### src/rtl/cam_match_iterator.sv
// Sequential multi-match priority encoder: accepts one match vector, then emits the
// index of every set bit, one per output handshake, in priority order.
module cam_match_iterator #(
  parameter int unsigned WIDTH        = 8,
  parameter string       LSB_PRIORITY = "HIGH",
  localparam int unsigned IDX_W       = $clog2(WIDTH),
  localparam int unsigned CNT_W       = $clog2(WIDTH + 1)
) (
  input  logic             clk,
  input  logic             rst,
  input  logic [WIDTH-1:0] s_vector,
  input  logic             s_valid,
  output logic             s_ready,
  output logic [IDX_W-1:0] m_index,
  output logic             m_match,
  output logic             m_last,
  output logic [CNT_W-1:0] m_count,
  output logic             m_valid,
  input  logic             m_ready,
  input  logic             abort
);

  localparam logic [0:0] IDLE = 1'b0;
  localparam logic [0:0] ITER = 1'b1;

  localparam bit LsbFirst = (LSB_PRIORITY != "LOW");

  logic [0:0]       state;
  logic [WIDTH-1:0] pending;
  logic [WIDTH-1:0] pending_clr;
  logic [CNT_W-1:0] load_count;
  logic [IDX_W-1:0] enc_index;
  logic             found;
  logic             at_most_one;

  always_comb begin
    load_count = '0;
    for (int i = 0; i < WIDTH; i++) begin
      load_count = load_count + CNT_W'(s_vector[i]);
    end
  end

  always_comb begin
    enc_index = '0;
    found     = 1'b0;
    for (int i = 0; i < WIDTH; i++) begin
      if (LsbFirst) begin
        if (!found && pending[i]) begin
          enc_index = IDX_W'(i);
          found     = 1'b1;
        end
      end else begin
        if (!found && pending[WIDTH-1-i]) begin
          enc_index = IDX_W'(WIDTH - 1 - i);
          found     = 1'b1;
        end
      end
    end
  end

  // Population <= 1 iff clearing the lowest set bit leaves nothing.
  assign at_most_one = ((pending & (pending - WIDTH'(1))) == '0);
  assign pending_clr = pending & ~(WIDTH'(1) << enc_index);

  // pending is always zero in IDLE, so index and match fall back to their reset values.
  assign s_ready = (state == IDLE);
  assign m_valid = (state == ITER);
  assign m_index = enc_index;
  assign m_match = |pending;
  assign m_last  = (state == ITER) && at_most_one;

  always_ff @(posedge clk) begin
    if (rst) begin
      state   <= IDLE;
      pending <= '0;
      m_count <= '0;
    end else begin
      case (state)
        IDLE: begin
          if (s_valid) begin
            state   <= ITER;
            pending <= s_vector;
            m_count <= load_count;
          end
        end
        ITER: begin
          if (abort) begin
            state   <= IDLE;
            pending <= '0;
          end else if (m_ready) begin
            pending <= pending_clr;
            if (at_most_one) state <= IDLE;
          end
        end
        default: begin
          state   <= IDLE;
          pending <= '0;
        end
      endcase
    end
  end

endmodule

### config.mk
export PLATFORM = sky130hd
export DESIGN_NAME = cam_match_iterator
export DESIGN_NICKNAME = d
export VERILOG_FILES = /design/src/rtl/cam_match_iterator.sv
export SDC_FILE = /design/constraint.sdc
export NUM_CORES = 1
export LEC_CHECK = 0
export BUFFER_PORTS_ARGS = -buffer_cell sky130_fd_sc_hd__buf_2
export CAP_MARGIN = 20
export CORE_MARGIN = 2
export CORE_UTILIZATION = 50
export CTS_CLUSTER_SIZE = 14
export DETAILED_ROUTE_END_ITERATION = 10
export GPL_TIMING_DRIVEN = 1
export PLACE_DENSITY = 0.81
export SLEW_MARGIN = 20
export SYNTH_ARGS = -nofsm -noshare
export SYNTH_HDL_FRONTEND = slang
export SYNTH_SLANG_ARGS = --single-unit
### constraint.sdc
create_clock -name clk -period 3.8 [get_ports clk]
set_clock_uncertainty 0.2 [all_clocks]
set_input_delay 0.76 -clock clk [delete_from_list [all_inputs] [get_ports clk]]
set_output_delay 0.76 -clock clk [all_outputs]
set_load 0.02 [all_outputs]
Word-level counts from Yosys, hierarchy flattened
Cells that the tools add are included.
{"block": "totals", "ramBits": 0, "latchBits": 0, "register_bits": 13, "wordCells": 60, "rom_bits": 0, "mem_count": 0}
{"block": "op_classes", "mux": 23, "div_mod_pow": 0, "bitwise": 4, "n_shift": 1, "n_eq_ne": 2, "n_reduce_logical": 19, "n_mul": 0, "addsub": 8, "magnitude_cmp": 0}
{"cell": "8-bit two-way mux", "n": 3}
{"cell": "3-bit two-way mux", "n": 6}
{"cell": "4-bit by 1-bit adder with 4-bit output", "n": 4}
{"cell": "8-bit AND", "n": 2}
{"cell": "8-bit case mux with 2 select lines", "n": 1}
{"cell": "1-bit two-way mux", "n": 12}
{"cell": "1-bit logical AND", "n": 8}
{"cell": "8-bit logical NOT", "n": 1}
{"cell": "8-bit inverter", "n": 1}
{"cell": "8-bit OR reduction", "n": 1}
{"cell": "1-bit by 3-bit << shifter with 8-bit output, first input constant", "n": 1}
{"cell": "8-bit by 1-bit subtractor with 8-bit output, second input constant", "n": 1}
{"cell": "1-bit logical NOT", "n": 7}
{"cell": "3-bit by 1-bit adder with 4-bit output", "n": 1}
{"cell": "2-bit AND reduction", "n": 2}
{"cell": "2-bit by 1-bit adder with 3-bit output", "n": 1}
{"cell": "3-bit inequality test, second input constant", "n": 1}
{"cell": "1-bit by 1-bit adder with 2-bit output", "n": 1}
{"cell": "2-bit inequality test, second input constant", "n": 1}
{"cell": "1-bit case mux with 2 select lines", "n": 1}
{"cell": "1-bit inverter", "n": 1}

Logic depth before layout (Yosys ltp)
{"block": "logic_depth", "ltp_word": 28, "ltp_mapped": 11, "mapped_depth_nobuf": 11}

Worst setup path after synthesis
No wires, ideal clock.
{"block": "synth_path", "path_kind": "input -> register", "from": "in s_vector[0]", "to": "reg m_count[2]", "cell_stages": 11, "arrival_time_ns": 3.154, "path_slack_ns": 0.376, "cell_sequence": "fa_1 inv_1 fa_1 fa_1 inv_1 ha_1 inv_1 fa_1 xnor2_1 nand2_1 a21oi_1"}
{"block": "synth_via", "elab_chain_len": 7}
{"item": "start, declared", "line": "11", "source": "input logic [WIDTH-1:0] s_vector,"}
{"item": "1-bit by 1-bit adder with 2-bit output", "line": "39", "source": "load_count = load_count + CNT_W'(s_vector[i]);"}
{"item": "2-bit by 1-bit adder with 3-bit output", "line": "39"}
{"item": "3-bit by 1-bit adder with 4-bit output", "line": "39"}
{"item": "4-bit by 1-bit adder with 4-bit output (4 in series)", "line": "39"}
{"item": "end signal, assigned", "line": "83", "source": "m_count <= load_count;"}
{"item": "end, declared", "line": "17", "source": "output logic [CNT_W-1:0] m_count,"}
No other way between the ends.
A chain may end at the register's enable or synchronous reset.

Worst setup path in the final report
Ends and elaborated chain as after synthesis.

==> qor.yml <==
sta:
  setup_viol: 0
  timing.fmax_mhz: 297.5
  relSlewSlack_pct: 51.40
  fin_crit_ns: 3.362
  finalCritPeriodShare_pct: 88.46
  hold_viol: 0
  final.setup.worst_slack_ns: 0.4384
  hold_slack_ns: 0.2580
  rsz0062_at_grt: "no"
  drv_slew: 0
  worst_pin_slew_ns: 0.7274
  fin_setup_tns_ns: 0
yosys:
  ys_seq_area_share_pct: 30.41
  synth_top_area_share_pct: 30.41
  yosysUniqueCellTypes: 28
  synthesis.nets: 134
  netlist_instances: 114
  synth_area_leader_cell: "dfxtp_1"
  ys_ff_latch: 13
  avgSynthCellArea_um2: 7.507
  synth.area.top_cells: "dfxtp_1 (30%), fa_1 (9.4%), nand2_1 (7.9%)"
  synth_area_um2: 855.8
  ys.warnings.count: 0
worst_hold_path:
  hold_start: "m_count[3]$_SDFFE_PP0P_"
  hp-class: "reg -> reg"
  hold_end: "m_count[3]$_SDFFE_PP0P_"
  min_path_cells: 2
placed_design:
  dp_slack_ns: 0.1314
  place_congestion: 0.8566
  hpwl_mm: 1.486
  portBuffers: 23
die:
  die_h_um: 45.37
  die_area_mm2: 0.002058
  initial_core_util_pct: 54.90
  die_x_um: 45.37
  ios: 24
  core_mm2: 0.001559
  rows: 14
finish:
  multiInputGateArea_um2: 523.0
  fin_util_pct: 64.21
  area_growth_pct: 16.96
  nets: 158
  register_area_um2: 260.3
  fill_cells: 138
  drive_above_1_share_pct: 21.17
  n_antenna_cell: 0
route:
  drc: 0
  drt_iter0_markers: 7
  ant_nets: 0
  route.vias.total: 834
  via_per_inst: 5.451
  drt_wl_total_mm: 1.870
  drtPass1Iterations: 6
  wire_per_inst_um: 12.22
setup_path:
  r2r_cells: 4
  critPathKind: "in -> reg"
  required_ns: 3.81
  arrival_ns: 3.37
  endpoint_kind: "flip-flop"
  r2r_start: "m_valid$_SDFF_PP0_"
  cp-startpoint: "s_vector[0]"
  crit-reg2reg-capture: "pending[5]$_SDFFE_PP0P_"
  crit_fanout: 2
  crit_path_start_kind: "primary input"
  r2r_setup_slack_ns: 2.06
outcome:
  status: "finished, final reports clean"
global_routing:
  grt_pass1_wl_mm: 3.291
  grt_max_degree: 14
  grtUsageTotal_pct: 22.23
  antenna_found_initial: 0
  grt_overflow_total: 0
  grt_pass1_vias: 791
clocking:
  clk_path_buf_depth: 2
  cts.sinks: 13
  cts_hold_buf: 0
  cts_resized: 0
  cts_tree: "yes"
  htreeDepth: 1
  insertion_delay_ns: 0.27
  path_clk_slew_ns: 0.08
  cts-root-buf: "clkbuf_4"
  cts_setup_buffers: 0
  cts_buffers: 3
pwr:
  p_per_area_mw_per_mm2: 389.8
  peakVddDrop_uv: 255.2
  power.leakage_nw: 0.4658
job:
  maxCapViolations: 0
how the worst max path moves through the flow:
stage,to,slack [ns],cells past startpoint
2_1_floorplan,m_count[2]$_SDFFE_PP0P_,0.38,11
3_3_place_gp,m_count[2]$_SDFFE_PP0P_,0.19,12
3_5_place_dp,m_count[2]$_SDFFE_PP0P_,0.13,12
4_1_cts,m_count[2]$_SDFFE_PP0P_,0.43,12
5_1_grt,m_count[2]$_SDFFE_PP0P_,0.26,12
6_report,m_count[2]$_SDFFE_PP0P_,0.44,12
flip-flops by register name (all words and copies together), names as in the netlist:
signal and count:
m_count 4, m_valid 1, pending 8
area by class of cell:
cell class | count | share of cell area [%]
Inverter | 15 | 5.625
Tap cell | 16 | 2.000
Timing Repair Buffer | 23 | 11.50
Clock buffer | 4 | 2.625
Multi-Input combinational cell | 82 | 52.25
Sequential cell | 13 | 26.00
worst max-delay path, stage by stage:
cell	delay (ns)
buf_2	0.12
fa_1	0.52
inv_1	0.05
fa_1	0.49
fa_1	0.40
inv_1	0.07
ha_1	0.16
inv_1	0.05
fa_1	0.37
xnor2_1	0.16
nand2_1	0.07
a21oi_1	0.16
per-stage QoR:
stage	power, W	cells	cell area (um2)
6_report	0.0003902	153	1001
5_1_grt	0.0004231	153	1001
3_3_place_gp	0.0003040	149	974.7
3_5_place_dp	0.0003077	149	974.7
2_1_floorplan	0.0002668	114	855.8
4_1_cts	0.0003939	153	1001
power by group:
part / internal [W] / switching, W
clock: 0.0000407 / 0.0000450
sequential: 0.000148 / 0.0000130
combinational: 0.0000583 / 0.0000854
total: 0.000247 / 0.000143
routing by layer:
metal  global-route usage (%)  up-vias  wire (um)
met4                    7.647        0         10
met2                    33.71       17        889
met5                        0        -          0
met3                    5.952        2         76
met1                    30.52      385        893
li1                         -      430          -
cell usage in the layout, fill, tap and decap left out:
cell type / instances
xnor2_1: 1
nor2_1: 12
nand2_1: 18
o311a_1: 1
a211oi_1: 2
nor4_4: 1
a31oi_1: 2
nor4_1: 1
o22ai_1: 1
a21oi_1: 13
o31a_1: 1
nand2b_1: 1
clkbuf_1: 1
nor3_1: 4
dfxtp_1: 13
a32o_1: 1
ha_1: 3
nand3_1: 3
inv_1: 15
fa_1: 4
o21bai_1: 1
buf_2: 23
o21ai_0: 7
a22oi_2: 1
a21o_1: 1
a22oi_1: 1
nor2b_1: 1
clkbuf_4: 3
maj3_2: 1
cells in the mapped netlist:
cell and instances:
nand2_1 18, inv_1 15, a21oi_1 13, dfxtp_1 13
nor2_1 12, o21ai_0 7, fa_1 4, nor3_1 4
clkbuf_1 3, ha_1 3, nand3_1 3, a211oi_1 2
a31oi_1 2, a21o_1 1, a22oi_1 1, a22oi_2 1
a32o_1 1, buf_2 1, maj3_2 1, nand2b_1 1
nor2b_1 1, nor4_1 1, nor4_4 1, o21bai_1 1
o22ai_1 1, o311a_1 1, o31a_1 1, xnor2_1 1
cells by family after synthesis:
logic type / Yosys count / synth area share (%)
AO/OA/AOI/OAI: 32 / 23.10
XOR/XNOR: 1 / 1.024
adder cells (fa/ha/maj): 8 / 15.06
buffers and inverters: 19 / 8.478
flip-flops: 13 / 30.41
AND/OR/NAND/NOR: 41 / 21.93
Power figures use the tool's default switching activity.
